`config.mk`:
```
export PLATFORM = sky130hd
export DESIGN_NAME = sdram_frame_reader
export DESIGN_NICKNAME = d
export VERILOG_FILES = /design/src/rtl/frame_reader_pkg.sv /design/src/rtl/frame_reader_fifo.sv /design/src/rtl/sdram_frame_reader.sv
export SDC_FILE = /design/constraint.sdc
export NUM_CORES = 1
export LEC_CHECK = 0
export CAP_MARGIN = 20
export CORE_ASPECT_RATIO = 1.75
export CORE_MARGIN = 2
export CORE_UTILIZATION = 46
export CTS_CLUSTER_SIZE = 25
export DETAILED_ROUTE_END_ITERATION = 10
export PLACE_DENSITY = 0.63
export SLEW_MARGIN = 0
export SYNTH_ARGS = -nofsm -noshare
export SYNTH_HDL_FRONTEND = slang
export SYNTH_HIERARCHICAL = 1
export SYNTH_SLANG_ARGS = --single-unit
```
`constraint.sdc`:
```
create_clock -name clk_clk -period 3.7 [get_ports clk_clk]
set_input_delay 0.74 -clock clk_clk [delete_from_list [all_inputs] [get_ports clk_clk]]
set_output_delay 0.74 -clock clk_clk [all_outputs]
set_load 0.02 [all_outputs]
```
`src/rtl/frame_reader_pkg.sv`:
```
// Shared types and constants for the SDRAM frame reader.
package frame_reader_pkg;

  typedef enum logic [1:0] {
    IDLE  = 2'd0,
    FETCH = 2'd1,
    DRAIN = 2'd2
  } fr_state_t;

  localparam int unsigned FR_BYTES_PER_WORD = 2;
  localparam logic [1:0]  FR_BYTEENABLE     = 2'b11;

endpackage

```
`src/rtl/frame_reader_fifo.sv`:
```
// 17-bit show-ahead FIFO ({sof, pixel}); the head entry is visible on rd_data
// whenever the FIFO is not empty.
module frame_reader_fifo
  import frame_reader_pkg::*;
#(
  parameter int DEPTH = 64
) (
  input  logic                       clk,
  input  logic                       rst,
  input  logic                       push,
  input  logic [16:0]                wr_data,
  input  logic                       pop,
  output logic [16:0]                rd_data,
  output logic [$clog2(DEPTH+1)-1:0] count,
  output logic                       full,
  output logic                       empty
);

  localparam int AW = $clog2(DEPTH);
  localparam int CW = $clog2(DEPTH+1);

  logic [16:0]   mem_q [DEPTH];
  logic [AW-1:0] wr_ptr_q, wr_ptr_d, rd_ptr_q, rd_ptr_d;
  logic [CW-1:0] count_q, count_d;
  logic          push_ok, pop_ok;

  assign empty   = (count_q == '0);
  assign full    = (count_q == CW'(DEPTH));
  assign count   = count_q;
  assign rd_data = mem_q[rd_ptr_q];

  // A full FIFO still takes a push when it is popped in the same cycle.
  assign pop_ok  = pop & ~empty;
  assign push_ok = push & (~full | pop_ok);

  always_comb begin
    wr_ptr_d = wr_ptr_q;
    rd_ptr_d = rd_ptr_q;
    count_d  = count_q;
    if (push_ok) wr_ptr_d = wr_ptr_q + AW'(1);
    if (pop_ok)  rd_ptr_d = rd_ptr_q + AW'(1);
    case ({push_ok, pop_ok})
      2'b10:   count_d = count_q + CW'(1);
      2'b01:   count_d = count_q - CW'(1);
      default: count_d = count_q;
    endcase
  end

  always_ff @(posedge clk or posedge rst) begin
    if (rst) begin
      wr_ptr_q <= '0;
      rd_ptr_q <= '0;
      count_q  <= '0;
    end else begin
      wr_ptr_q <= wr_ptr_d;
      rd_ptr_q <= rd_ptr_d;
      count_q  <= count_d;
    end
  end

  always_ff @(posedge clk) begin
    if (push_ok) mem_q[wr_ptr_q] <= wr_data;
  end

endmodule

```
`src/rtl/sdram_frame_reader.sv`:
```
// Avalon-MM read master fetching one frame of RGB565 pixels into a local FIFO
// and streaming them out; reads are only issued when the FIFO has a slot reserved.
module sdram_frame_reader
  import frame_reader_pkg::*;
#(
  parameter logic [31:0] BASE_ADDR   = 32'h0000_0000,
  parameter int          H_PIXELS    = 640,
  parameter int          V_LINES     = 480,
  parameter int          FIFO_DEPTH  = 64,
  parameter int          MAX_PENDING = 8
) (
  input  logic        clk_clk,
  input  logic        reset_reset,
  input  logic        frame_start,
  output logic [31:0] m_address,
  output logic        m_read,
  input  logic        m_waitrequest,
  input  logic [15:0] m_readdata,
  input  logic        m_readdatavalid,
  output logic        m_burstcount,
  output logic [1:0]  m_byteenable,
  output logic        m_write,
  output logic [15:0] m_writedata,
  output logic        m_debugaccess,
  output logic [15:0] pix_data,
  output logic        pix_sof,
  output logic        pix_valid,
  input  logic        pix_ready,
  output logic        busy,
  output logic        rdv_error
);

  localparam int N   = H_PIXELS * V_LINES;
  localparam int WCW = $clog2(N+1);
  localparam int PW  = $clog2(MAX_PENDING+1);
  localparam int FCW = $clog2(FIFO_DEPTH+1);
  localparam int CW  = $clog2(FIFO_DEPTH+MAX_PENDING+2);

  fr_state_t      state_q, state_d;
  logic [WCW-1:0] word_q, word_d;
  logic [31:0]    addr_q, addr_d;
  logic           read_q, read_d;
  logic [PW-1:0]  pending_q, pending_d;
  logic           first_q, first_d;
  logic           err_q, err_d;

  logic           accept, stray, push, pop;
  logic [CW-1:0]  credit_sum;
  logic [16:0]    fifo_rd;
  logic [FCW-1:0] fifo_count;
  logic           fifo_full, fifo_empty;

  assign accept = read_q & ~m_waitrequest;
  assign stray  = m_readdatavalid & (pending_q == '0);
  assign push   = m_readdatavalid & ~stray;
  assign pop    = pix_valid & pix_ready;

  // Words already in the FIFO plus words owed to it; ignoring this cycle's pop
  // keeps the estimate conservative.
  assign credit_sum = CW'(fifo_count) + CW'(pending_q) + CW'(accept);

  always_comb begin
    state_d   = state_q;
    word_d    = word_q;
    addr_d    = addr_q;
    pending_d = pending_q;
    first_d   = first_q;
    err_d     = err_q | stray;
    read_d    = 1'b0;

    case ({accept, push})
      2'b10:   pending_d = pending_q + PW'(1);
      2'b01:   pending_d = pending_q - PW'(1);
      default: pending_d = pending_q;
    endcase
    if (push) first_d = 1'b0;

    case (state_q)
      IDLE: if (frame_start) begin
        state_d = FETCH;
        word_d  = '0;
        addr_d  = BASE_ADDR;
        first_d = 1'b1;
      end
      FETCH: if (accept) begin
        word_d = word_q + WCW'(1);
        addr_d = addr_q + 32'(FR_BYTES_PER_WORD);
        if (word_q == WCW'(N-1)) state_d = DRAIN;
      end
      DRAIN: if (pending_d == '0) state_d = IDLE;
      default: state_d = IDLE;
    endcase

    // A stalled request is held as-is; otherwise decide on the next request.
    if (read_q & m_waitrequest)
      read_d = 1'b1;
    else
      read_d = (state_d == FETCH) && (credit_sum < CW'(FIFO_DEPTH))
            && (pending_d < PW'(MAX_PENDING)) && ~fifo_full;
  end

  always_ff @(posedge clk_clk or posedge reset_reset) begin
    if (reset_reset) begin
      state_q   <= IDLE;
      word_q    <= '0;
      addr_q    <= BASE_ADDR;
      read_q    <= 1'b0;
      pending_q <= '0;
      first_q   <= 1'b0;
      err_q     <= 1'b0;
    end else begin
      state_q   <= state_d;
      word_q    <= word_d;
      addr_q    <= addr_d;
      read_q    <= read_d;
      pending_q <= pending_d;
      first_q   <= first_d;
      err_q     <= err_d;
    end
  end

  frame_reader_fifo #(.DEPTH(FIFO_DEPTH)) u_fifo (
    .clk     (clk_clk),
    .rst     (reset_reset),
    .push    (push),
    .wr_data ({first_q, m_readdata}),
    .pop     (pop),
    .rd_data (fifo_rd),
    .count   (fifo_count),
    .full    (fifo_full),
    .empty   (fifo_empty)
  );

  assign pix_valid = ~fifo_empty;
  assign pix_data  = fifo_empty ? 16'h0000 : fifo_rd[15:0];
  assign pix_sof   = ~fifo_empty & fifo_rd[16];

  assign m_address     = addr_q;
  assign m_read        = read_q;
  assign m_burstcount  = 1'b1;
  assign m_byteenable  = FR_BYTEENABLE;
  assign m_write       = 1'b0;
  assign m_writedata   = 16'h0000;
  assign m_debugaccess = 1'b0;
  assign busy          = (state_q != IDLE);
  assign rdv_error     = err_q;

endmodule

```
==> impl_results.md, run 1 <==
* Status: finished with violations
* Failing checks: negative setup slack
* Slew margin rel. at 26.33%
* Async SR Flop Fraction at 6.690%
* Synth Area in Compound Gates at 3.419%
* Pwr Density at 757.4 nW/um^2
* Max Buffers Root-to-Sink at 3
* Mean area per synthesized cell at 19.20 um^2
* Hold WS at 0.4111 ns
* Most used cell, CP: buf_12
* Main combinational cell family by area after synthesis: multiplexers
* Wire per inst at 29.16 um
* Top Ports at 96
* Period minus WS final at 4.068 ns
* Drt pass-1 iters at 5
* Final GP Congestion at 0.9200
* Fraction of layout cells with a size suffix above 1 at 32.05%
* Dominant synthesized flop cell: edfxtp_1
* Post-Syn Area at 46440 um^2
* GR Util All Layers at 23.93%
* Synth unique cells at 65
* Clock transition at the registers of the reported paths at 0.07 ns
* Highest clock rate at 245.8 MHz
* Htree depth at 3
* Seq/Total Area, Yosys at 74.56%
* Iteration-0 DRC count of the detailed router at 2248
* Crit share post-route at 109.9%
* Initial Util at 46.26%
* Final Skew at 0.01684 ns
* DR vias/cell at 5.858
* Worst hold path type: input pin to async pin
* Leak at 18.74 nW
* Port Buffers at 73
* Vias at 24549
* Routed Antenna Nets at 0
* Die area at 103600 um^2
* Global-route wire length before repair at 178.5 mm
* Worst-Margin Slew at 1.105 ns
* Dpl cell area at 51250 um^2
* Adder-cell share of the synthesized area at 0.4742%
* Grt ovf at 0
* CTS tree: built
* Final worst slack at -0.3678 ns
* Crit path DAT at 3.33 ns
* Critical path's top delay family: buffers and inverters
* Worst path bufs/invs at 6
* EDFF count, synth at 1088
* Final Cell Area at 56370 um^2
* Chip width at 244.2 um
* Slew Viols, Final at 0
* DP HPWL at 81.50 mm
* Finished Core Util at 56.15%
* Initial antenna violation count at 3
* CTS Buf Count at 98
* Maximum VDD drop at 742.4 uV
* Simple-gate share of the synthesized area at 3.907%
* Hold_buf cts at 0
* CP max stage cell: dfrtp_4
* Max Fanout on Critical Path at 7
* Die Ht at 424.3 um
* Final setup viols at 17
* Worst stage delay on the critical path at 0.51 ns
* Worst setup EP type: primary output
* Synthesized instance count at 2419
* XOR/XNOR share of the synthesized area at 1.094%
* Vias in the first global route at 25705
* Root buf cell: clkbuf_16
* Core ar. at 100400 um^2
* Layout net count at 2824
* Worst skew pair latency at 0.70 ns
* Sink Count at 1166
* WS Path Type: flip-flop to primary output
* Layout fillers at 7463
* WL final at 122.2 mm
* Area growth syn-to-layout at 21.38%
* Max_cap viols at 0
* Post-synthesis mux area share at 14.63%
* Crit path required time at 2.96 ns
* CP startpoint kind: flip-flop
* Largest net degree at the start of global routing at 65
* Synth warn at 6
* RSZ-0062 raised after global routing: true
* Drt drc at 0
* # rows at 154
* Critical-path cell list: buf_12, buf_8, buf_12, buf_12, bufbuf_16, mux2i_1, o22ai_1, nor2_1, a21oi_2, a31oi_4, nor3_4, nor2b_4, buf_6
* Crit path from: u_fifo/rd_ptr_q[0]$_DFFE_PP0N_
* Synth Register Bits at 1166
* R2r startpoint: u_fifo/count[0]$_DFFE_PP0P_
* Final hold vios at 0
registers in the layout, summed over array words and instances (netlist names):
signal,flops
first_q,1
m_address,31
m_read,1
pending_q,4
rdv_error,1
state_q,2
u_fifo/count,7
u_fifo/mem_q,1088
u_fifo/rd_ptr_q,6
u_fifo/wr_ptr_q,6
word_q,19
cells in the final DEF (no fill, tap or decap), types with 15 or more instances in the layout:
master / instances
inv_1: 20
dfrtp_1: 73
clkinv_2: 15
buf_4: 193
xnor2_1: 28
a2111oi_4: 15
mux4_2: 207
nand2_1: 72
mux2_2: 38
edfxtp_1: 1088
o22ai_1: 62
clkdlybuf4s50_1: 40
buf_12: 97
a211o_1: 22
xor2_1: 30
ha_1: 16
mux2i_1: 151
bufinv_16: 18
buf_6: 28
nor2b_1: 16
nand3_1: 26
nor2_2: 24
clkbuf_16: 101
clkbuf_1: 16
nor2_1: 133
conb_1: 22
buf_2: 18
worst reg2reg max path, stage by stage, from the launching register on:
cell and delay (ns):
dfrtp_1 0.46, nor4_2 0.08, buf_4 0.16, nand2_1 0.12, nor2_1 0.08, nor2b_1 0.27
o21ai_1 0.23, nor2_1 0.35, inv_1 0.11, fa_1 0.42, nor2b_1 0.21, o31a_1 0.19
o21ai_0 0.09, nand2b_1 0.17, mux2i_1 0.27, o221ai_1 0.15
path summary, 6_finish.rpt:
kind                       slack (ns)  depth (start not counted)                        endpoint
hold reg to reg                  0.47                          1             rdv_error$_DFF_PP0_
max in group asynchronous        2.30                          2  u_fifo/rd_ptr_q[2]$_DFFE_PP0N_
setup reg to reg                 0.21                         15     u_fifo/count[6]$_DFFE_PP0P_
min in group clk_clk             0.43                          1  u_fifo/mem_q[19][13]$_DFFE_PP_
setup / recovery                -0.37                         13                    pix_data[13]
hold / removal                   0.41                          2        m_address[7]$_DFFE_PP0P_
per-layer routing:
metal,routed length [um],track usage (%),share of wire [%],vias to the layer above
met2,65070,43.03,53,920
met3,6612,2.878,5.4,247
met1,43280,27.65,35,12920
met4,7235,13.50,5.9,4
li1,-,-,-,10458
met5,24,0,0.020,-
Yosys cell counts, types with 4 or more instances:
cell type	n	area, um^2
mux2_2	40	450.4
a211o_1	29	254.0
nor2b_1	25	156.4
nor2_1	157	589.3
nand2_1	80	300.3
xnor2_1	28	245.2
nand4_1	13	81.33
nor4_2	4	50.05
a2111oi_2	7	105.1
a2111oi_1	8	80.08
ha_1	16	200.2
nor4_1	14	87.58
a31oi_1	15	93.84
o21ai_0	14	70.07
a2111oi_0	4	35.03
nand2b_1	8	50.05
dfrtp_1	78	1952
edfxtp_1	1088	32670
nand3b_1	4	30.03
nor3_1	25	125.1
buf_6	9	101.4
nand3_1	26	130.1
o22ai_1	74	462.9
clkbuf_1	49	183.9
a21oi_1	26	130.1
or2_2	4	25.02
inv_1	21	78.83
a22o_1	4	35.03
a221oi_1	6	52.55
buf_2	27	135.1
or3_1	9	56.30
mux4_2	207	4662
buf_1	13	48.80
xor2_1	30	262.8
mux2i_1	168	1682
buf_4	43	322.8
o221ai_1	7	61.31
stage by stage:
stage               std cells  setup TNS, ns  power [mW]  setup slack, ns
floorplan                2439              0       23.33           0.4990
finish                   4191         -5.005       42.69          -0.3678
CTS                      4181         -6.208       42.41          -0.4031
global route             4190         -6.410       44.11          -0.4238
global placement         3977         -4.630       29.37          -0.4213
detailed placement       3977         -5.067       29.55          -0.4999
cell families after synthesis:
group / count (synthesis)
AOI/OAI and AO/OA: 214
xor gates and xnor gates: 58
adders and majority gates: 17
buffers and inverters: 164
DFF: 1166
muxes: 415
other: 2
and+or+nand+nor: 383
cell type report:
cell class	count	area, um^2	share of cell area [%]
flip-flops and latches	1166	34640	61.45
multi-input cells	1109	12110	21.49
repair buffers	389	4459	7.911
clock buffers	120	2629	4.664
well taps	1326	1659	2.943
clock inverters	59	785.8	1.394
inverters	21	78.83	0.1398
diodes	1	2.502	0.004440
where the power goes:
part / total [mW] / leakage, nW / internal, mW / switching (mW)
registers: 15.5 / 10.8 / 15.0 / 0.431
clock network: 11.0 / 1.64 / 6.33 / 4.69
logic: 16.2 / 6.28 / 7.60 / 8.62
total: 42.7 / 18.7 / 29.0 / 13.7
timing repair:
action	in CTS	in global routing
gates cloned	4	0
gates resized for setup	276	59
pin swaps	50	31
setup buffers	24	9
endpoints found under the setup margin	17	17
(Power assumes the default switching activity.)
==> inputs of run 2 (changes only) <==
--- a/config.mk
+++ b/config.mk
@@ -12,8 +12,7 @@
 export CTS_CLUSTER_SIZE = 25
 export DETAILED_ROUTE_END_ITERATION = 10
 export PLACE_DENSITY = 0.63
-export SLEW_MARGIN = 0
+export SLEW_MARGIN = 5
 export SYNTH_ARGS = -nofsm -noshare
 export SYNTH_HDL_FRONTEND = slang
-export SYNTH_HIERARCHICAL = 1
 export SYNTH_SLANG_ARGS = --single-unit
==> impl_results.md, run 2 <==
* Finished Core Util at 56.15%
* Slew margin rel. at 24.79%
* Leak at 18.47 nW
* Worst setup EP type: primary output
* CP startpoint kind: flip-flop
* Synth unique cells at 61
* DP HPWL at 79.63 mm
* Period minus WS final at 3.954 ns
* Final GP Congestion at 0.8705
* Placed Cells incl. Taps at 3880
* Crit share post-route at 106.9%
* Antenna fix cells at 0
* Top Ports at 96
* # rows at 153
* CP max stage cell: dfrtp_4
* Synth area leader: edfxtp_1
* Final hold vios at 0
* DR vias/cell at 5.926
* Max_cap viols at 0
* Post-Syn Area at 45750 um^2
* Vias at 24361
* Grt ovf at 0
* Hold WS at 0.4082 ns
* Worst hold path type: input pin to flip-flop
* Final Cell Area at 55570 um^2
* Post-synthesis mux area share at 13.13%
* Critical-path cell list: buf_12, buf_16, buf_16, buf_12, buf_6, mux4_2, a22oi_2, a21oi_1, buf_4, a22o_4, buf_12
* Most frequent cells in the layout: 1088 x edfxtp_1, 204 x mux4_2, 192 x buf_4, 131 x mux2i_1, 104 x nor2_1
* XOR/XNOR share of the synthesized area at 1.206%
* Highest clock rate at 252.9 MHz
* Hold_buf cts at 0
* Crit path required time at 2.96 ns
* Most used cell, CP: buf_12
* Max reg flops at 1088
* Main combinational cell family by area after synthesis: multiplexers
* Status: finished with violations
* Simple-gate share of the synthesized area at 2.940%
* EDFF count, synth at 1088
* Final Skew at 0.01727 ns
* Chip width at 242.4 um
* Max Fanout on Critical Path at 8
* Synth Area in Compound Gates at 4.652%
* WS Path Type: flip-flop to primary output
* Synth warn at 0
* Wire per inst at 29.96 um
* Initial antenna violation count at 3
* Htree depth at 3
* Sink Count at 1166
* Core ar. at 98970 um^2
* Async SR Flop Fraction at 6.690%
* CTS Buf Count at 98
* Initial Util at 46.22%
* Die Ht at 421.2 um
* Max Buffers Root-to-Sink at 3
* Worst stage delay on the critical path at 0.51 ns
* Seq/Total Area, Yosys at 75.68%
* Crit path DAT at 3.21 ns
* Synth Register Bits at 1166
* Pwr Density at 756.8 nW/um^2
* GR Util All Layers at 24.31%
* Global-route wire length before repair at 178.3 mm
* Setup TNS at -2.928 ns
* Slew Viols, Final at 0
* Area growth syn-to-layout at 21.47%
* WL final at 123.2 mm
* Iteration-0 DRC count of the detailed router at 2155
* Routed Antenna Nets at 0
* Largest Register: u_fifo.mem_q
* Root buf cell: clkbuf_16
* Clock transition at the registers of the reported paths at 0.07 ns
* Dpl cell area at 50450 um^2
* Layout net count at 2757
* Synthesized instance count at 2338
* Die area at 102100 um^2
* Vias in the first global route at 25447
* Power consumption at 42.06 mW
* Adder-cell share of the synthesized area at 0.4813%
* Yosys top cell area share at 71.41%
* Non-Filler Instances at 4111
* Post-synth top cells: 1088 x edfxtp_1, 204 x mux4_2, 139 x mux2i_1
* Count leader, synth: edfxtp_1
* Worst-Margin Slew at 1.128 ns
* Largest net degree at the start of global routing at 65
* Dominant synthesized flop cell: edfxtp_1
* Final worst slack at -0.2541 ns
* RSZ-0062 raised after global routing: true
* Failing checks: negative setup slack
* Drt drc at 0
* Port Buffers at 73
* CTS tree: built
* Worst slack at placement at -0.1188 ns
* Most common cell after layout, fill and taps aside: edfxtp_1
* Mean area per synthesized cell at 19.57 um^2
* Top cells by area, synth: edfxtp_1 71%, mux4_2 10%, dfrtp_1 4.3%, mux2i_1 3.0%, nor2_1 1.0%
* Fraction of layout cells with a size suffix above 1 at 31.10%
* Final setup viols at 17
* Maximum VDD drop at 483.8 uV
* Drt pass-1 iters at 5
* Worst skew pair latency at 0.70 ns
-- run 2: metal layers --
| layer | wire [um] | track usage, % |
|---|---|---|
| met3 | 5409 | 2.438 |
| met4 | 7181 | 13.40 |
| met1 | 42830 | 27.13 |
| met2 | 67700 | 45.20 |
| met5 | 24 | 0 |
-- run 2: cell type report --
type                       instances  area [um^2]
inverter                          13        50.05
fill                            7371        43400
tap                             1317         1648
clock inverter                    56        516.7
timing repair buffer             405         4823
sequential                      1166        34640
clock buffer                     120         2661
multi-input combinational       1034        11240
-- run 2: what timing repair did --
item                                    4_1_cts  5_1_grt
pin swaps                                    70       11
endpoints found under the setup margin       17       17
resized for setup                           275       17
gates cloned                                  9        0
buffers inserted                             42        9
-- run 2: final timing paths --
kind	slack, ns	endpoint	startpoint	cells past startpoint
max in group asynchronous	2.42	u_fifo.rd_ptr_q[1]$_DFFE_PP0P_	reset_reset	3
max	-0.25	pix_data[14]	u_fifo.rd_ptr_q[0]$_DFFE_PP0P_	11
min in group asynchronous	0.43	m_address[11]$_DFFE_PP0P_	reset_reset	2
min reg2reg	0.51	rdv_error$_DFF_PP0_	rdv_error$_DFF_PP0_	1
min	0.41	u_fifo.mem_q[26][13]$_DFFE_PP_	m_readdata[13]	1
max reg2reg	0.53	u_fifo.count[6]$_DFFE_PP0P_	pending_q[2]$_DFF_PP0_	10
-- run 2: cell families (layout without fill, tap and decap cells) --
| group | count (synthesis) | count (layout) |
|---|---|---|
| AO/OA/AOI/OAI | 300 | 300 |
| XOR/XNOR | 63 | 63 |
| adder cells (fa/ha/maj) | 17 | 17 |
| buffers and inverters | 158 | 594 |
| flip-flops | 1166 | 1166 |
| multiplexers | 345 | 345 |
| other | 2 | 22 |
| AND/OR/NAND/NOR | 287 | 287 |
-- run 2: worst max-delay path: cells and delay by family, from the launching register on --
kind | cells | cell delay [ns]
mux | 1 | 0.43
flops | 1 | 0.51
buf+inv | 7 | 1.02
compound gates | 3 | 0.53
-- run 2: power by group --
part           total (mW)  internal, mW  switching [mW]
combinational        16.2          7.56            8.66
sequential           15.5          15.0           0.455
clock                10.4          5.79            4.58
